--- src/rtl/board_state_ctrl.sv ---
// rtl/board_state_ctrl.sv - tic-tac-toe board owner: turn order, move legality, win/draw detection
module board_state_ctrl #(
  parameter logic [1:0] FIRST_PLAYER = 2'd1
) (
  input  logic        clk,
  input  logic        rst_n,
  input  logic        new_game,
  input  logic        move_valid,
  output logic        move_ready,
  input  logic [1:0]  move_player,
  input  logic [3:0]  move_cell,
  output logic [17:0] current_state,
  output logic [1:0]  turn,
  output logic        move_ok,
  output logic        move_err,
  output logic [1:0]  err_code,
  output logic        game_over,
  output logic [1:0]  winner,
  output logic [3:0]  move_count
);

  typedef enum logic [1:0] {IDLE, PLAY, CHECK, DONE} state_t;

  state_t      state_q, state_d;
  logic [17:0] board_q, board_d;
  logic [3:0]  count_q, count_d;
  logic [1:0]  turn_q, turn_d;
  logic        move_ok_q, move_ok_d;
  logic        move_err_q, move_err_d;
  logic [1:0]  err_code_q, err_code_d;
  logic        game_over_q, game_over_d;
  logic [1:0]  winner_q, winner_d;

  logic [4:0]  cell_lo;
  logic [1:0]  line_win;

  function automatic logic [1:0] line3(input logic [17:0] b, input int a, input int c, input int d);
    logic [1:0] va, vc, vd;
    va = b[2*a +: 2];
    vc = b[2*c +: 2];
    vd = b[2*d +: 2];
    if ((va == vc) && (va == vd) && ((va == 2'd1) || (va == 2'd2))) return va;
    return 2'd0;
  endfunction

  // Only the mover can complete a line, so any non-zero line result names the winner.
  function automatic logic [1:0] board_winner(input logic [17:0] b);
    logic [1:0] w;
    w = line3(b, 0, 1, 2) | line3(b, 3, 4, 5) | line3(b, 6, 7, 8)
      | line3(b, 0, 3, 6) | line3(b, 1, 4, 7) | line3(b, 2, 5, 8)
      | line3(b, 0, 4, 8) | line3(b, 2, 4, 6);
    return w;
  endfunction

  assign cell_lo    = {move_cell, 1'b0};
  assign line_win   = board_winner(board_q);
  assign move_ready = (state_q == PLAY) & ~new_game;

  always_comb begin
    state_d     = state_q;
    board_d     = board_q;
    count_d     = count_q;
    turn_d      = turn_q;
    move_ok_d   = 1'b0;
    move_err_d  = 1'b0;
    err_code_d  = err_code_q;
    game_over_d = game_over_q;
    winner_d    = winner_q;
    if (new_game) begin
      state_d     = PLAY;
      board_d     = '0;
      count_d     = '0;
      turn_d      = FIRST_PLAYER;
      game_over_d = 1'b0;
      winner_d    = 2'd0;
    end else begin
      case (state_q)
        PLAY: begin
          if (move_valid) begin
            if ((move_cell > 4'd8) || !((move_player == 2'd1) || (move_player == 2'd2))) begin
              move_err_d = 1'b1;
              err_code_d = 2'd3;
            end else if (move_player != turn_q) begin
              move_err_d = 1'b1;
              err_code_d = 2'd2;
            end else if (board_q[cell_lo +: 2] != 2'd0) begin
              move_err_d = 1'b1;
              err_code_d = 2'd1;
            end else begin
              board_d[cell_lo +: 2] = move_player;
              count_d   = count_q + 4'd1;
              move_ok_d = 1'b1;
              state_d   = CHECK;
            end
          end
        end
        CHECK: begin
          if (line_win != 2'd0) begin
            state_d     = DONE;
            game_over_d = 1'b1;
            winner_d    = line_win;
          end else if (count_q == 4'd9) begin
            state_d     = DONE;
            game_over_d = 1'b1;
            winner_d    = 2'd0;
          end else begin
            turn_d  = (turn_q == 2'd1) ? 2'd2 : 2'd1;
            state_d = PLAY;
          end
        end
        default: ;
      endcase
    end
  end

  always_ff @(posedge clk or negedge rst_n) begin
    if (!rst_n) begin
      state_q     <= IDLE;
      board_q     <= '0;
      count_q     <= '0;
      turn_q      <= 2'd0;
      move_ok_q   <= 1'b0;
      move_err_q  <= 1'b0;
      err_code_q  <= 2'd0;
      game_over_q <= 1'b0;
      winner_q    <= 2'd0;
    end else begin
      state_q     <= state_d;
      board_q     <= board_d;
      count_q     <= count_d;
      turn_q      <= turn_d;
      move_ok_q   <= move_ok_d;
      move_err_q  <= move_err_d;
      err_code_q  <= err_code_d;
      game_over_q <= game_over_d;
      winner_q    <= winner_d;
    end
  end

  assign current_state = board_q;
  assign turn          = ((state_q == PLAY) || (state_q == CHECK)) ? turn_q : 2'd0;
  assign move_ok       = move_ok_q;
  assign move_err      = move_err_q;
  assign err_code      = err_code_q;
  assign game_over     = game_over_q;
  assign winner        = winner_q;
  assign move_count    = count_q;

endmodule

--- config.mk ---
export PLATFORM = sky130hd
export DESIGN_NAME = board_state_ctrl
export DESIGN_NICKNAME = d
export VERILOG_FILES = /design/src/rtl/board_state_ctrl.sv
export SDC_FILE = /design/constraint.sdc
export NUM_CORES = 1
export LEC_CHECK = 0
export ABC_AREA = 1
export CELL_PAD_IN_SITES_DETAIL_PLACEMENT = 0
export CELL_PAD_IN_SITES_GLOBAL_PLACEMENT = 1
export CORE_ASPECT_RATIO = 1.75
export CORE_MARGIN = 3
export CORE_UTILIZATION = 33
export CTS_CLUSTER_DIAMETER = 30
export DETAILED_ROUTE_END_ITERATION = 6
export PLACE_DENSITY = 0.77
export SLEW_MARGIN = 20
export SYNTH_ARGS = -nofsm -noshare
export SYNTH_HDL_FRONTEND = slang
export SYNTH_SLANG_ARGS = --single-unit
--- constraint.sdc ---
create_clock -name clk -period 1.7 [get_ports clk]
set_input_delay 0.34 -clock clk [delete_from_list [all_inputs] [get_ports clk]]
set_output_delay 0.34 -clock clk [all_outputs]
set_load 0.02 [all_outputs]
==> results of run 1 <==
-- per-stage QoR --
| step | worst slack, ns | cell area (sq um) | total power [W] | cells | TNS, ns |
|---|---|---|---|---|---|
| floorplan | -0.00279 | 2410 | 0.00140 | 361 | -0.00497 |
| global placement | -0.625 | 3470 | 0.00187 | 558 | -15.61 |
| detailed placement | -0.664 | 3470 | 0.00188 | 558 | -17.06 |
| CTS | 0.00196 | 3820 | 0.00284 | 581 | 0 |
| global route | -0.120 | 4130 | 0.00306 | 585 | -2.12 |
| finish | -0.0242 | 4130 | 0.00290 | 585 | -0.0447 |
-- cells by family (layout without fill, tap and decap cells) --
logic type | Yosys count | in the layout | share of synthesized area
flops | 33 | 33 | 0.349
xor+xnor | 2 | 2 | 0.00741
simple gates | 230 | 231 | 0.438
fa+ha+maj | 7 | 7 | 0.0371
compound gates | 28 | 28 | 0.0635
buf+inv | 61 | 200 | 0.105
-- what timing repair did --
item / 4_1_cts / 5_1_grt
endpoints found under the hold margin: 0 / 0
pin swaps: 13 / 25
buffers inserted: 14 / 5
resized for setup: 81 / 81
cloned: 1 / 0
setup endpoints to repair: 53 / 34
hold buffers: 0 / 0
-- worst reg2reg max path, delay by kind of cell (launching register included) --
family / cells / cell delay, ns
DFF: 1 / 0.37
and+or+nand+nor: 8 / 0.82
buffers and inverters: 2 / 0.32
AOI/OAI and AO/OA: 1 / 0.15
-- cell usage in the layout, fill, tap and decap left out, drive strengths merged --
cell type	instances
clkbuf	7
nand2	92
a21oi	11
dfrtp	33
clkdlybuf4s50	13
nand4	15
nor4	2
ha	7
clkdlybuf4s15	2
nor2	41
clkinv	2
inv	53
o211ai	1
and3	1
dlygate4sd2	19
o21ai	16
xnor2	2
buf	102
nor3	15
dlymetal6s2s	2
nand3	65
-- final cells by class --
type / count / area, sq um
tap: 84 / 105
sequential: 33 / 827
multi-input combinational: 268 / 1700
clock buffer: 6 / 129
fill: 654 / 2780
inverter: 53 / 211
timing repair buffer: 139 / 1140
clock inverter: 2 / 10.0
-- state kept, by name, summed over array words and instances, names as in the netlist --
| register | cells |
|---|---|
| current_state | 18 |
| err_code | 2 |
| game_over | 1 |
| move_count | 4 |
| move_err | 1 |
| move_ok | 1 |
| state_q | 2 |
| turn_q | 2 |
| winner | 2 |
-- report_power, final --
group / internal [W] / switching (W) / total [W]
combinational: 0.000497 / 0.000613 / 0.00111
clock: 0.000537 / 0.000337 / 0.000874
sequential: 0.000865 / 0.0000539 / 0.000919
-- final timing paths --
path,slack [ns],start,end
min reg2reg,0.49,err_code[0],err_code[0]
max,-0.02,current_state[5],current_state[14]
min,0.32,rst_n,current_state[3]
max reg2reg,-0.02,current_state[5],current_state[14]
min in group clk,0.36,move_player[1],current_state[1]
max in group asynchronous,0.85,rst_n,current_state[8]
-- routing by layer --
layer / part of all wire / vias up / global-route usage / wire (um)
met5: 0 / - / 0 / 0
met4: 0.064 / 0 / 0.152 / 601
met3: 0.030 / 33 / 0.0316 / 284
met2: 0.57 / 72 / 0.440 / 5330
met1: 0.34 / 1418 / 0.217 / 3200
li1: - / 1464 / - / -
==> results.md, run 1 <==
- Fin Hold WS: 0.323 ns
- Fraction of layout cells with a size suffix above 1: 0.421
- Most frequent cell after synthesis: nand2_1
- Max Clock Skew: about 0.0031 ns
- Slack of the critical path: -0.0242 ns
- Final setup fails: 4
- Die X: 70.0 um
- Area of the die: approximately 8300 sq um
- CP max stage delay: approximately 0.37 ns
- Worst-path clk slew: ~0.050 ns
- 1st-iter DRT viols: 174
- # IOs: 42
- Failing checks: setup timing
- CP required: approximately 1.9 ns
- Share of the synthesized area in the top cell type: 0.349
- Final Max Tran Viols: 0
- Top_reg_cell synth: dfrtp_1
- Detail Route Antenna Nets: 0
- CP Class: reg -> reg
- Post-synth cell types: 24
- Final Cycle Share: 1.01
- Largest net degree at the start of global routing: 41
- Fmax: 580 MHz
- CP Launch Type: flop
- Clock Sinks: 33
- Top cells by area, synth: dfrtp_1 35%, nand2_1 14%, nand3_1 14%
- FP Rows: 40
- Initial core utilization: 0.342
- Gr usage total: 0.230
- Worst path arrival time: ~1.9 ns
- Synth Warn #: 0
- Worst Max-Slew Pin Slew: a little over 0.5 ns
- CTS tree: built
- RSZ-0062 raised after global routing: yes
- Pre-Repair DR Iteration Count: 4
- Mapped Nets: roughly 380
- Vias in the first global route: just over 3000
- Max-cap viol count: 0
- Later-pin clock latency in the skew report: about 0.28 ns
- Kind of cell adding the most delay to the critical path: simple AND/OR/NAND/NOR gates
- CTS root buf: clkbuf_16
- WL final: ~9.4 mm
- Num CTS Buffers: 5
- Via Count: between 2000 and 3000
- Syn Area/Cell: about 6.5 sq um
- Routed wire per std cell: around 16 um
- Synth area leader: dfrtp_1
- Count of input and output buffers: 41
- Asr flop ratio synth: 1.00
- Layout Utilization: 0.598
- Critical path endpoint category: flop
- Max VDD drop: slightly below 0.6 mV
- Hpwl dp: just over 7 mm
- Crit path buffers/inverters: 2
- Clock Path Buffers: 2
- Post-synthesis sequential area ratio: 0.349
- Post-synthesis register bit count: 33
- Initial antenna violation count: 0
- Crit path time final: approximately 1.7 ns
- Grt ovf: 0
- Die Span Y: between 100 and 150 um
- CP max FO: 6
- Layout Nets: a little over 500
- WP depth: 11
- H-tree levels: 2
- N_diodes: 0
- First-pass GRT wire length: roughly 15 mm
- Most used cell, CP: nand3_2
- Top post-synthesis cells by count: 90 x nand2_1, 65 x nand3_1, 50 x inv_1, 37 x nor2_1, 33 x dfrtp_1
- Post-synth EDFFs: 0
- Drt drc: 0
- Via/cell ratio: 5.11
- Syn-to-layout area delta: 74.7%
- Synthesized area: 2360 sq um
- R2R depth: 11
- Hold WC Path Type: in -> async
- Worst path slowest cell: dfrtp_1
- Core ar.: around 6900 sq um
- Final hold vios: 0
- Pwr Density: roughly 700 nW/um^2
- Cells along the critical path: nor2_1 > buf_4 > nand2_1 > nand4_1 > nand3_2 > nand2_2 > nand2_4 > nor2_8 > buf_6 > nand3_2 > o21ai_2
- Slew HR: 0.659
- Leakage power total: between 2 and 2.5 nW
- Gate count of the mapped netlist: 361
- GP Congestion: roughly 0.93
- Status: complete, but fails checks
Note: power is estimated with default switching activity, not from simulation.
==> inputs of run 2 (changes only) <==
--- a/config.mk
+++ b/config.mk
@@ -8,13 +8,13 @@
 export ABC_AREA = 1
 export CELL_PAD_IN_SITES_DETAIL_PLACEMENT = 0
 export CELL_PAD_IN_SITES_GLOBAL_PLACEMENT = 1
-export CORE_ASPECT_RATIO = 1.75
 export CORE_MARGIN = 3
 export CORE_UTILIZATION = 33
 export CTS_CLUSTER_DIAMETER = 30
 export DETAILED_ROUTE_END_ITERATION = 6
+export MAX_ROUTING_LAYER = met4
 export PLACE_DENSITY = 0.77
-export SLEW_MARGIN = 20
+export SLEW_MARGIN = 15
 export SYNTH_ARGS = -nofsm -noshare
 export SYNTH_HDL_FRONTEND = slang
 export SYNTH_SLANG_ARGS = --single-unit
==> run 2 against run 1 <==
The flow still finishes with violations (setup timing). Register-to-register slack worse by 0.099 ns. Clock-buffer cell count stayed put. Clock power is 34% lower. Critical path depth stayed put. Setup slack worse by 0.099 ns. Flip-flop and latch count stayed put. Fmax is 5.4% lower. Via count is 0.33% lower. Critical endpoint unchanged. Largest cell class unchanged.
==> results.md, run 2 (same netlist as run 1, synthesis figures left out) <==
- NetSw: between 0.0009 and 0.001 W
- Grt ovf: 0
- Via/cell ratio: 4.94
- Vias in the first global route: around 2900
- Die Span Y: around 90 um
- Crit path time final: approximately 1.8 ns
- Slew HR: 0.608
- Fin Hold WS: ~0.47 ns
- 1st-iter DRT viols: roughly 170
- # IOs: 42
- Via Count: 2977
- Max VDD drop: ~0.76 mV
- RSZ-0062 raised after global routing: yes
- Commonest non-fill, non-tap cell in the layout: buf_4
- R2r startpoint: turn_q[0]
- Final Cycle Share: 1.07
- CP Class: in -> reg
- Worst path slowest cell: dlygate4sd2_1
- Leakage power total: 2.23 nW
- Cell Area, Placed: around 3500 sq um
- Die X: approximately 91 um
- CP Launch Type: input port
- Non-Filler Instances: 603
- Final hold vios: 0
- Most frequent cells in the layout: 93 x buf_4, 68 x nand2_1, 43 x nand3_1
- Initial antenna violation count: 0
- GP Congestion: 0.996
- Fraction of layout cells with a size suffix above 1: 0.410
- Clock share of power: 0.220
- Cells along the critical path: dlygate4sd2_1 > xnor2_1 > a21oi_4 > nand2_4 > a21oi_4 > nand2_4 > nor2_8 > buf_12 > buf_16 > nand3_2 > o21ai_1
- Fmax: approximately 550 MHz
- Final Max Tran Viols: 0
- Max-cap viol count: 0
- Status: complete, but fails checks
- Syn-to-layout area delta: 74.9%
- CTS root buf: clkbuf_8
- Placed insts: 570
- Detail Route Antenna Nets: 0
- Largest net degree at the start of global routing: ~40
- Failing checks: setup timing
- Hold WC Path Type: in -> async
- Pwr Density: 637 nW/um^2
- Core ar.: 6870 sq um
- Worst-path clk slew: around 0.070 ns
- FP Rows: 30
- Area of the die: between 8000 and 9000 sq um
- Internal power: roughly 0.0017 W
- Clock Sinks: 33
- WL final: about 9 mm
- Worst path arrival time: ~2.0 ns
- First-pass GRT wire length: 14.2 mm
- Drt drc: 0
- N_diodes: 0
- Worst R2R End: current_state[14]
- Pre-CTS setup slack: -0.680 ns
- Clock Path Buffers: 2
- Max Clock Skew: around 0.0047 ns
- H-tree levels: 2
- Largest register FFs: 18
- Reg2Reg Setup Slack: -0.12 ns
- CP max FO: 9
- CP required: between 1.5 and 2 ns
- Pre-Repair DR Iteration Count: 4
- Finished Cell Area: between 4000 and 5000 sq um
- Worst Max-Slew Pin Slew: approximately 0.6 ns
- Net Sw Frac: 0.364
- CTS tree: built
- Critical path endpoint category: flop
- Layout Nets: 523
- Later-pin clock latency in the skew report: roughly 0.28 ns
- Sequential share of power: 0.348
- Layout Utilization: 0.602
- Slack of the critical path: -0.123 ns
- Fillcell total: 636
- Combinational Power Share: 0.431
- Final setup fails: 23
- Num CTS Buffers: 5
- Routed wire per std cell: ~15 um
- Count of input and output buffers: ~40
- R2R depth: 12
- Initial core utilization: 0.344
- Gr usage total: 0.217
- Hpwl dp: roughly 6.3 mm
- CP max stage delay: roughly 0.30 ns
## run 2: changes by cell type in the layout (fill, tap and decap cells not counted), moves of 3 or more
cell	previous run	this run
clkbuf_8	0	5
nand3_2	18	21
buf_4	87	93
nand2_1	62	68
nor2_1	24	28
nor2_2	10	4
nand2_2	17	13
clkbuf_16	5	0
## run 2: final cells by class
class                           instances  area, sq um  area share
Clock buffer                            6         72.6      0.0176
Clock inverter                          2         10.0     0.00242
Inverter                               53          216      0.0524
Multi-Input combinational cell        267         1650       0.400
Sequential cell                        33          828       0.200
Tap cell                               96          120      0.0291
Timing Repair Buffer                  146         1230       0.299
## run 2: timing repair
action	CTS	global route
gates resized for setup	108	49
hold buffers	0	0
pin swaps	21	28
cloned	2	0
endpoints found under the setup margin	53	35
setup buffers	17	9
## run 2: how the worst max path moves through the flow
stage / from / end / slack (ns) / cells past startpoint
after floorplan: move_cell[0] / current_state[10] / -0.003 / 13
after global routing: current_state[15] / current_state[14] / -0.22 / 13
after global placement: move_cell[0] / current_state[8] / -0.64 / 17
after CTS: current_state[0] / move_count[2] / -0.03 / 13
final: move_player[0] / current_state[14] / -0.12 / 11
after detailed placement: move_cell[1] / current_state[8] / -0.68 / 13
## run 2: critical path: cells and delay by family
kind | cells | cell delay, ns
buffers and inverters | 3 | 0.56
XOR/XNOR | 1 | 0.21
AO/OA/AOI/OAI | 3 | 0.50
AND/OR/NAND/NOR | 4 | 0.40
## run 2: stage by stage
step | power, W | setup TNS (ns)
3_3_place_gp | 0.00186 | -16.52
2_1_floorplan | 0.00140 | -0.00497
5_1_grt | 0.00280 | -3.59
6_report | 0.00263 | -1.35
4_1_cts | 0.00252 | -0.237
3_5_place_dp | 0.00186 | -17.50
## run 2: power by group through the flow
stage               Clock (W)  Sequential, W  Combinational, W
floorplan                   0       0.000962          0.000442
global placement            0       0.000926          0.000929
detailed placement          0       0.000928          0.000933
CTS                  0.000598       0.000916           0.00101
global route         0.000639       0.000925           0.00124
finish               0.000581       0.000917           0.00114
## run 2: per-layer routing
metal  track usage  vias up  part of all wire
li1              -     1482                 -
met4        0.0548        0             0.014
met5             -        -                 0
met1         0.275     1416              0.44
met2         0.370       71              0.51
met3        0.0250        8             0.037
==> inputs of run 3 (changes only) <==
--- a/config.mk
+++ b/config.mk
@@ -9,11 +9,10 @@
 export CELL_PAD_IN_SITES_DETAIL_PLACEMENT = 0
 export CELL_PAD_IN_SITES_GLOBAL_PLACEMENT = 1
 export CORE_MARGIN = 3
-export CORE_UTILIZATION = 33
-export CTS_CLUSTER_DIAMETER = 30
+export CORE_UTILIZATION = 30
 export DETAILED_ROUTE_END_ITERATION = 6
 export MAX_ROUTING_LAYER = met4
-export PLACE_DENSITY = 0.77
+export PLACE_DENSITY = 0.69
 export SLEW_MARGIN = 15
 export SYNTH_ARGS = -nofsm -noshare
 export SYNTH_HDL_FRONTEND = slang
==> constraint.sdc (replaced) <==
create_clock -name clk -period 2.08 [get_ports clk]
set_input_delay 0.416 -clock clk [delete_from_list [all_inputs] [get_ports clk]]
set_output_delay 0.416 -clock clk [all_outputs]
set_load 0.02 [all_outputs]
==> run 3 against run 2 <==
The flow now finishes without violations. Global-route usage shrank 2.0 points. Clock skew grew 0.0030 ns. Setup slack gained 0.28 ns. Hold slack gained 0.041 ns. Clock power shrank 14%. Critical path depth shrank 10. First-iteration DRC count grew 3.5%. Core utilization shrank 13 points. Cell area shrank 16%. Flip-flop and latch count is the same.
==> results.md, run 3 (same netlist as run 1, synthesis figures left out) <==
- Status: finished, final reports clean
- Hold path depth: 2
- Crit path time final: between 1.5 and 2 ns
- Count of input and output buffers: approximately 40
- Crit path buffers/inverters: 1
- R2r startpoint: current_state[5]
- Largest net degree at the start of global routing: 41
- Gr usage total: 0.197
- N_diodes: 0
- Detail Route Antenna Nets: 0
- Critical path endpoint category: output pin
- 1st-iter DRT viols: 178
- Leakage power total: roughly 1.7 nW
- Vias in the first global route: roughly 2600
- Placed insts: about 550
- Hold EP: winner[1]
- CP required: ~1.7 ns
- Final Max Tran Viols: 0
- Core ar.: 7450 sq um
- H-tree levels: 2
- Internal power: roughly 0.0013 W
- Fin Hold WS: slightly above 0.5 ns
- Hold Path Origin: winner[1]
- Max Clock Skew: approximately 0.0077 ns
- Reg2Reg Setup Slack: around 0.29 ns
- Commonest non-fill, non-tap cell in the layout: nand2_1
- Kind of cell adding the most delay to the critical path: buffers and inverters
- Worst path slowest cell: clkdlybuf4s50_1
- Via/cell ratio: 4.94
- Final setup fails: 0
- Drt drc: 0
- Total power: 0.00195 W
- Fraction of layout cells with a size suffix above 1: 0.208
- Final hold vios: 0
- Later-pin clock latency in the skew report: ~0.28 ns
- CP max stage delay: between 0.6 and 0.7 ns
- R2R depth: 11
- Clock Sinks: 33
- Non-Filler Instances: 566
- Sequential share of power: 0.384
- Initial antenna violation count: 0
- Grt ovf: 0
- Combinational Power Share: 0.359
- Max VDD drop: 0.404 mV
- Worst-path clk slew: ~0.07 ns
- Final Cycle Share: 0.927
- Num CTS Buffers: 5
- Worst path arrival time: between 1.5 and 2 ns
- Layout Nets: 484
- GP Congestion: roughly 1
- Die Span Y: roughly 95 um
- Worst Max-Slew Pin Slew: around 0.44 ns
- Worst R2R End: state_q[1]
- Fmax: a little over 500 MHz
- Number of hold buffers added after cts: 0
- Slew HR: 0.707
- Die X: ~95 um
- Via Count: 2797
- Clock Path Buffers: 2
- Most frequent cells in the layout: 85 x nand2_1, 63 x nand3_1, 63 x buf_4
- Hpwl dp: 6.33 mm
- Net Sw Frac: 0.352
- WL final: 8.16 mm
- Hold WC Path Type: reg -> reg
- CP Launch Type: flop
- # IOs: 42
- First-pass GRT wire length: 13.3 mm
- Pwr Density: around 560 nW/um^2
- Clock share of power: 0.257
- NetSw: about 0.00069 W
- CTS root buf: clkbuf_8
- Cells along the critical path: clkdlybuf4s50_1
- Syn-to-layout area delta: 47.7%
- Initial core utilization: 0.317
- Max-cap viol count: 0
- Area of the die: 8980 sq um
- FP Rows: 31
- CP Class: reg -> out
- Pre-Repair DR Iteration Count: 5
- CP max FO: 7
- Largest register FFs: 18
- Layout Utilization: 0.469
- CTS tree: built
- Routed wire per std cell: between 10 and 15 um
-- run 3: power groups by stage --
stage	registers (W)	clock network (W)	logic, W
floorplan	0.000786	0	0.000353
global placement	0.000761	0	0.000704
detailed placement	0.000761	0	0.000703
CTS	0.000750	0.000519	0.000697
global route	0.000759	0.000541	0.000786
finish	0.000749	0.000502	0.000699
-- run 3: cell type report --
cell class / instances / area (sq um)
multi-input combinational: 267 / 1330
sequential: 33 / 826
clock inverter: 1 / 7.51
timing repair buffer: 107 / 923
tap: 99 / 124
clock buffer: 6 / 82.6
fill: 791 / 3960
inverter: 53 / 199
-- run 3: through the flow --
stage	TNS [ns]	instance area (sq um)	setup WS, ns
finish	0	3490	0.152
global route	-0.000406	3490	-0.000406
CTS	0	3460	0.0185
detailed placement	-8.34	3320	-0.396
global placement	-7.80	3320	-0.350
floorplan	0	2360	0.177
-- run 3: worst max-delay path by stage --
stage,from,slack (ns),cells past startpoint,end
after CTS,move_player[1],0.02,12,move_count[1]
after detailed placement,move_cell[1],-0.40,13,current_state[15]
final,current_state[6],0.15,1,current_state[6]
after global routing,move_cell[1],-0.0004,14,current_state[5]
after floorplan,move_cell[0],0.18,13,current_state[10]
after global placement,move_cell[1],-0.35,13,current_state[10]
-- run 3: timing repair --
item,CTS,global route
pin swaps,3,6
gates cloned,0,0
resized for setup,15,11
setup buffers,4,1
setup endpoints to repair,21,24
-- run 3: layer usage --
metal / global-route usage / up-vias / share of wire
li1: - / 1393 / -
met1: 0.266 / 1293 / 0.47
met2: 0.315 / 100 / 0.47
met3: 0.0271 / 11 / 0.054
met4: 0.0445 / 0 / 0.010
met5: - / - / 0
-- run 3: tightest hold or removal path, stage by stage, from the launching register on --
cell and delay (ns):
dfrtp_1 0.35, nand3_1 0.07, nand2_1 0.06
